File: src/rtl/pixel_filter_pkg.sv
// Shared definitions for the pixel filter pipeline: mode codes, frame states,
// default widths and the grayscale helper.
// Optional feature macro: PIXEL_POSTERIZE_EN (enables mode 10 = posterize).
package pixel_filter_pkg;

    // Default geometry
    localparam int CH_W_DEF      = 4;
    localparam int MODE_W_DEF    = 5;
    localparam int SC_MARGIN_DEF = 3;

    // Filter mode codes (keypad BCD values)
    localparam int MODE_GRAY    = 0;
    localparam int MODE_RED     = 1;
    localparam int MODE_GREEN   = 2;
    localparam int MODE_BLUE    = 3;
    localparam int MODE_CYAN    = 4;
    localparam int MODE_MAGENTA = 5;
    localparam int MODE_YELLOW  = 6;
    localparam int MODE_INVERT  = 7;
    localparam int MODE_EDGE    = 8;
    localparam int MODE_SINCITY = 9;
    localparam int MODE_POSTER  = 10;

    // Frame tracking states
    localparam logic [0:0] ST_IDLE     = 1'b0;
    localparam logic [0:0] ST_IN_FRAME = 1'b1;

    // Channels are zero-extended to this width before the luma sum, so any
    // channel width up to GRAY_IN_W can share the helper.
    localparam int GRAY_IN_W = 16;

    // Y = (R + 2G + B) >> 2; the sum carries two extra bits so it never wraps.
    function automatic logic [GRAY_IN_W-1:0] gray_of(
        input logic [GRAY_IN_W-1:0] r,
        input logic [GRAY_IN_W-1:0] g,
        input logic [GRAY_IN_W-1:0] b
    );
        logic [GRAY_IN_W+1:0] sum;
        sum = {2'b00, r} + {1'b0, g, 1'b0} + {2'b00, b};
        return sum[GRAY_IN_W+1:2];
    endfunction

endpackage

File: src/rtl/pixel_filter_stage.sv
// Combinational colour filter for a single {R,G,B} pixel under a given mode.
// Optional feature macro: PIXEL_POSTERIZE_EN (mode 10 keeps the top two bits
// of each channel; otherwise mode 10 is a passthrough).
module pixel_filter_stage
    import pixel_filter_pkg::*;
#(
    parameter int CH_W      = CH_W_DEF,
    parameter int MODE_W    = MODE_W_DEF,
    parameter int SC_MARGIN = SC_MARGIN_DEF
) (
    input  logic [3*CH_W-1:0] pixel_i,
    input  logic [MODE_W-1:0] mode_i,
    output logic [3*CH_W-1:0] pixel_o
);

    localparam logic [CH_W:0] MARGIN = (CH_W+1)'(SC_MARGIN);

    logic [CH_W-1:0] r;
    logic [CH_W-1:0] g;
    logic [CH_W-1:0] b;
    logic [CH_W-1:0] y;
    logic [CH_W-1:0] zero;
    logic            sc_red;

    assign r    = pixel_i[3*CH_W-1 -: CH_W];
    assign g    = pixel_i[2*CH_W-1 -: CH_W];
    assign b    = pixel_i[CH_W-1:0];
    assign zero = '0;
    assign y    = CH_W'(gray_of(GRAY_IN_W'(r), GRAY_IN_W'(g), GRAY_IN_W'(b)));

    // Red dominance test done one bit wider so G/B + margin cannot wrap.
    assign sc_red = ({1'b0, r} >= ({1'b0, g} + MARGIN)) &&
                    ({1'b0, r} >= ({1'b0, b} + MARGIN));

`ifdef PIXEL_POSTERIZE_EN
    logic [3*CH_W-1:0] poster;
    for (genvar gi = 0; gi < 3; gi++) begin : g_poster
        assign poster[gi*CH_W +: CH_W] = {pixel_i[gi*CH_W+CH_W-1 -: 2], {(CH_W-2){1'b0}}};
    end
`endif

    // Select the filtered pixel for the requested mode.
    always_comb begin
        pixel_o = pixel_i;
        case (int'(mode_i))
            MODE_GRAY:    pixel_o = {y, y, y};
            MODE_RED:     pixel_o = {r, zero, zero};
            MODE_GREEN:   pixel_o = {zero, g, zero};
            MODE_BLUE:    pixel_o = {zero, zero, b};
            MODE_CYAN:    pixel_o = {zero, g, b};
            MODE_MAGENTA: pixel_o = {r, zero, b};
            MODE_YELLOW:  pixel_o = {r, g, zero};
            MODE_INVERT:  pixel_o = ~pixel_i;
            MODE_EDGE:    pixel_o = pixel_i;
            MODE_SINCITY: pixel_o = sc_red ? {r, zero, zero} : {y, y, y};
`ifdef PIXEL_POSTERIZE_EN
            MODE_POSTER:  pixel_o = poster;
`endif
            default:      pixel_o = pixel_i;
        endcase
    end

endmodule

File: src/rtl/pixel_filter_pipe.sv
// Streaming two-stage colour filter with frame-aligned mode switching.
// Stage 1 registers the accepted pixel together with the mode it must be
// filtered with; stage 2 registers the filtered result onto the output.
// Optional feature macro: PIXEL_POSTERIZE_EN (see pixel_filter_stage).
module pixel_filter_pipe
    import pixel_filter_pkg::*;
#(
    parameter int CH_W      = CH_W_DEF,
    parameter int MODE_W    = MODE_W_DEF,
    parameter int SC_MARGIN = SC_MARGIN_DEF
) (
    input  logic              clk,
    input  logic              rst_n,
    input  logic [MODE_W-1:0] mode_in,
    input  logic              mode_valid,
    input  logic              s_valid,
    output logic              s_ready,
    input  logic [3*CH_W-1:0] s_pixel,
    input  logic              s_sof,
    input  logic              s_eof,
    output logic              m_valid,
    input  logic              m_ready,
    output logic [3*CH_W-1:0] m_pixel,
    output logic              m_sof,
    output logic              m_eof,
    output logic [MODE_W-1:0] active_mode,
    output logic              mode_pending
);

    localparam int PIX_W = 3*CH_W;

    // Frame / mode control state
    logic [0:0]        state_q,     state_d;
    logic [MODE_W-1:0] active_q,    active_d;
    logic [MODE_W-1:0] pend_mode_q, pend_mode_d;
    logic              pend_q,      pend_d;

    // Stage 1: raw pixel plus the mode captured with it
    logic              v1_q;
    logic [PIX_W-1:0]  pix1_q;
    logic [MODE_W-1:0] mode1_q;
    logic              sof1_q;
    logic              eof1_q;

    // Stage 2: filtered output registers
    logic              m_valid_q;
    logic [PIX_W-1:0]  m_pixel_q;
    logic              m_sof_q;
    logic              m_eof_q;

    logic              en;
    logic              accept;
    logic              apply;
    logic [MODE_W-1:0] beat_mode;
    logic [PIX_W-1:0]  filt_pixel;

    // The whole pipe advances together whenever the output slot is free.
    assign en        = !m_valid_q || m_ready;
    assign s_ready   = en;
    assign accept    = s_valid && en;

    // A pending mode takes effect between frames, or on the sof beat itself;
    // the sof beat then carries the new mode down the pipe.
    assign apply     = pend_q && ((state_q == ST_IDLE) || (accept && s_sof));
    assign beat_mode = apply ? pend_mode_q : active_q;

    // Frame boundary tracking from accepted sof/eof markers.
    always_comb begin
        state_d = state_q;
        if (accept) begin
            if (state_q == ST_IDLE) begin
                if (s_sof && !s_eof) begin
                    state_d = ST_IN_FRAME;
                end
            end else if (s_eof) begin
                state_d = ST_IDLE;
            end
        end
    end

    // Pending-mode bookkeeping: a new strobe always wins over the clear.
    always_comb begin
        active_d    = active_q;
        pend_d      = pend_q;
        pend_mode_d = pend_mode_q;
        if (apply) begin
            active_d = pend_mode_q;
            pend_d   = 1'b0;
        end
        if (mode_valid) begin
            pend_mode_d = mode_in;
            pend_d      = 1'b1;
        end
    end

    // Control registers.
    always_ff @(posedge clk or negedge rst_n) begin
        if (!rst_n) begin
            state_q     <= ST_IDLE;
            active_q    <= '0;
            pend_mode_q <= '0;
            pend_q      <= 1'b0;
        end else begin
            state_q     <= state_d;
            active_q    <= active_d;
            pend_mode_q <= pend_mode_d;
            pend_q      <= pend_d;
        end
    end

    pixel_filter_stage #(
        .CH_W      (CH_W),
        .MODE_W    (MODE_W),
        .SC_MARGIN (SC_MARGIN)
    ) u_stage (
        .pixel_i (pix1_q),
        .mode_i  (mode1_q),
        .pixel_o (filt_pixel)
    );

    // Two-stage data pipe, frozen while the output is stalled.
    always_ff @(posedge clk or negedge rst_n) begin
        if (!rst_n) begin
            v1_q      <= 1'b0;
            pix1_q    <= '0;
            mode1_q   <= '0;
            sof1_q    <= 1'b0;
            eof1_q    <= 1'b0;
            m_valid_q <= 1'b0;
            m_pixel_q <= '0;
            m_sof_q   <= 1'b0;
            m_eof_q   <= 1'b0;
        end else if (en) begin
            v1_q      <= s_valid;
            pix1_q    <= s_pixel;
            mode1_q   <= beat_mode;
            sof1_q    <= s_sof;
            eof1_q    <= s_eof;
            m_valid_q <= v1_q;
            m_pixel_q <= filt_pixel;
            m_sof_q   <= sof1_q;
            m_eof_q   <= eof1_q;
        end
    end

    assign m_valid      = m_valid_q;
    assign m_pixel      = m_pixel_q;
    assign m_sof        = m_sof_q;
    assign m_eof        = m_eof_q;
    assign active_mode  = active_q;
    assign mode_pending = pend_q;

endmodule
File: config.mk
export PLATFORM = sky130hd
export DESIGN_NAME = pixel_filter_pipe
export DESIGN_NICKNAME = d
export VERILOG_FILES = /design/src/rtl/pixel_filter_pkg.sv /design/src/rtl/pixel_filter_stage.sv /design/src/rtl/pixel_filter_pipe.sv
export SDC_FILE = /design/constraint.sdc
export NUM_CORES = 1
export LEC_CHECK = 0
export ABC_CLOCK_PERIOD_IN_PS = 2150
export CORE_MARGIN = 1.5
export CORE_UTILIZATION = 33
export DETAILED_ROUTE_END_ITERATION = 8
export MAX_ROUTING_LAYER = met4
export PLACE_DENSITY = 0.55
export SLEW_MARGIN = 10
export SYNTH_ARGS = -nofsm -noshare
export SYNTH_HDL_FRONTEND = slang
export SYNTH_SLANG_ARGS = --single-unit
File: constraint.sdc
create_clock -name clk -period 2.15 [get_ports clk]
set_input_delay 0.645 -clock clk [delete_from_list [all_inputs] [get_ports clk]]
set_output_delay 0.645 -clock clk [all_outputs]
set_load 0.01 [all_outputs]
==> metrics.cfg <==
[floorplan]
rows = 31
coreArea_mm2 = 0.007370
initial_core_util_pct = 34.63
die_area_mm2 = 0.008271
ios = 46
die_x_um = 90.95
die_h_um = 90.95

[worst_setup_path]
crit_arrival_ns = 2.45
path_class = flip-flop to flip-flop
crit_path_start = pix1_q[1]
endpoint = m_pixel[8]
critPathCaptureType = flip-flop
rrSetupSlack_ns = -0.10
r2r_start = pix1_q[1]
required_ns = 2.35
cp-start-kind = flip-flop
cp_max_fo = 4
r2r_cells = 5
r2r-end = m_pixel[8]

[power]
power_mw = 3.613
p_per_area_mw_per_mm2 = 1029
p_leak_nw = 1.601
ir_worst_vdd_v = 0.0003228

[synth]
synth_top_area_share_pct = 46.08
yosysSeqAreaShare_pct = 46.08
ys.warnings.count = 0
synth_seq_cells = 47
synth_cell_types = 44
synth_nets = 292
synth_edf_count = 0
syn_inst = 250
synthFlopType = dfrtp_1
syn_area_per_cell_um2 = 10.21
synth.area.top_cells = dfrtp_1, ha_1, nand2_1
synthArstFlopShare_pct = 100.0
synth_top_cell_by_area = dfrtp_1
syn-cell-area_mm2 = 0.002552

[clock_tree]
cts_sinks = 47
clk_latency_ns = 0.31
cts_tree = done
htree_levels = 2
hold_buffers = 0
cts_root_buf = clkbuf_8
clockBufferDepth = 2
cts_made_buffers = 5
clkTransAtPathRegs_ns = 0.10

[route]
drc = 0
dr.pass1.iters = 4
routed_wl_mm = 6.125
via_per_inst = 4.791
ant_nets = 0
routedWlPerCell_um = 14.38
drt-initial-drc-count = 64
vias = 2041

[finish]
register_area_mm2 = 0.001179
antenna_cells = 0
layout_common_cells = nand2_1, dfrtp_1, clkdlybuf4s50_1, buf_4, nor2_1
final_cell_count_no_fill = 426
multi_input_area_mm2 = 0.001368
n_fill_cell = 729
area_growth_pct = 37.60
nNetsFinal = 368
final_layout_size_suffix_gt1_share_pct = 25.08

[placed_design]
dpl.cell_count = 412
dpl.hpwl_mm = 4.551
pre_cts_ws_ns = -0.3619
gp_congestion = 0.8993
io_buffers = 45

[grt]
grt_usage_pct = 16.08
antenna_found_initial = 0
grt_pass1_vias = 2094
grt_overflow = 0
grt_max_degree = 27
grt_pass1_wl_mm = 10.21

[sta]
skew_ns = 0.01026
max_slew_margin_pct = 61.92
worst_pin_slew_ns = 0.5653
setup_viol = 5
fmax_mhz = 444.0
period_share_pct = 104.8
slew_violations = 0
fin_hold_ws_ns = 0.3169
min_period_ns = 2.252
grt_setup_unrepaired = true
fin_tns_setup_ns = -0.1892
hold_viol_final = 0
layout_setup_ws_ns = -0.1022

[status]
status = complete, but fails checks
violations = negative setup slack

[worst_hold_path]
min_path_type = input pin to asynchronous set/reset pin

[run]
maxCapViolations = 0

where the power goes:
part | switching [mW] | internal, mW
Sequential | 0.206 | 1.13
Combinational | 0.770 | 0.957
Clock | 0.318 | 0.234
Total | 1.29 | 2.32
cells by family (layout without fill, tap and decap cells):
group | count (synthesis) | after routing | share of synthesized area, %
muxes | 17 | 17 | 8.971
and+or+nand+nor | 89 | 89 | 15.83
buffers and inverters | 20 | 97 | 3.480
adders and majority gates | 19 | 19 | 10.39
xor gates and xnor gates | 5 | 5 | 1.716
AOI/OAI and AO/OA | 53 | 53 | 13.53
DFF | 47 | 47 | 46.08
per-layer routing:
layer	global-route usage [%]	vias up	share of wire (%)
met3	2.848	4	2.4
met1	21.42	986	49
met5	-	-	0
met4	5.078	0	1.3
met2	24.88	34	47
li1	-	1017	-
cell usage after synthesis (all sizes together), types with 2 or more instances:
cell type,instances
dfrtp,47
nand2,46
nor2,21
mux2,17
a21oi,15
ha,14
o21ai,13
inv,11
clkbuf,6
a31oi,5
nand3,5
o211ai,5
fa,4
xor2,4
a211oi,3
and2,3
nand3b,3
buf,2
nand4,2
nor2b,2
nor3,2
o22a,2
or2,2
timing repair:
| item | 4_1_cts | 5_1_grt |
|---|---|---|
| buffers inserted | 4 | 3 |
| pin swaps | 8 | 8 |
| endpoints found under the hold margin | 0 | 0 |
| resized for setup | 18 | 9 |
| setup endpoints to repair | 18 | 12 |
critical path, cell delays in order (launching register included):
cell and delay (ns):
dfrtp_2 0.45, fa_1 0.57, and2_4 0.15, fa_1 0.41
o221a_4 0.29, o32a_1 0.28
worst min-delay path by stage:
stage / startpoint / to / slack (ns) / cells after the start
floorplan: rst_n / active_mode[0] / 0.35 / 0
global placement: eof1_q / eof1_q / 0.45 / 2
detailed placement: sof1_q / sof1_q / 0.46 / 2
CTS: rst_n / eof1_q / 0.33 / 1
global route: rst_n / m_eof / 0.34 / 1
finish: rst_n / eof1_q / 0.32 / 1
sequential cells by signal, indices dropped and copies added (netlist names), 5 cells and up:
register and flops:
active_mode 5, m_pixel 12, mode1_q 5, pend_mode_q 5, pix1_q 12
cell type report:
| class | count | share of cell area (%) |
|---|---|---|
| Clock buffer | 6 | 2.066 |
| Clock inverter | 2 | 0.4988 |
| Inverter | 12 | 1.425 |
| Multi-Input combinational cell | 183 | 38.94 |
| Sequential cell | 47 | 33.56 |
| Tap cell | 99 | 3.527 |
| Timing Repair Buffer | 77 | 19.99 |
stage by stage:
| stage | area (µm²) | utilization [%] |
|---|---|---|
| floorplan | 2552 | - |
| global placement | 3291 | 44.65 |
| detailed placement | 3291 | 44.65 |
| CTS | 3470 | 47.08 |
| global route | 3512 | 47.66 |
| finish | 3512 | 47.66 |
Power figures use the tool's default switching activity.
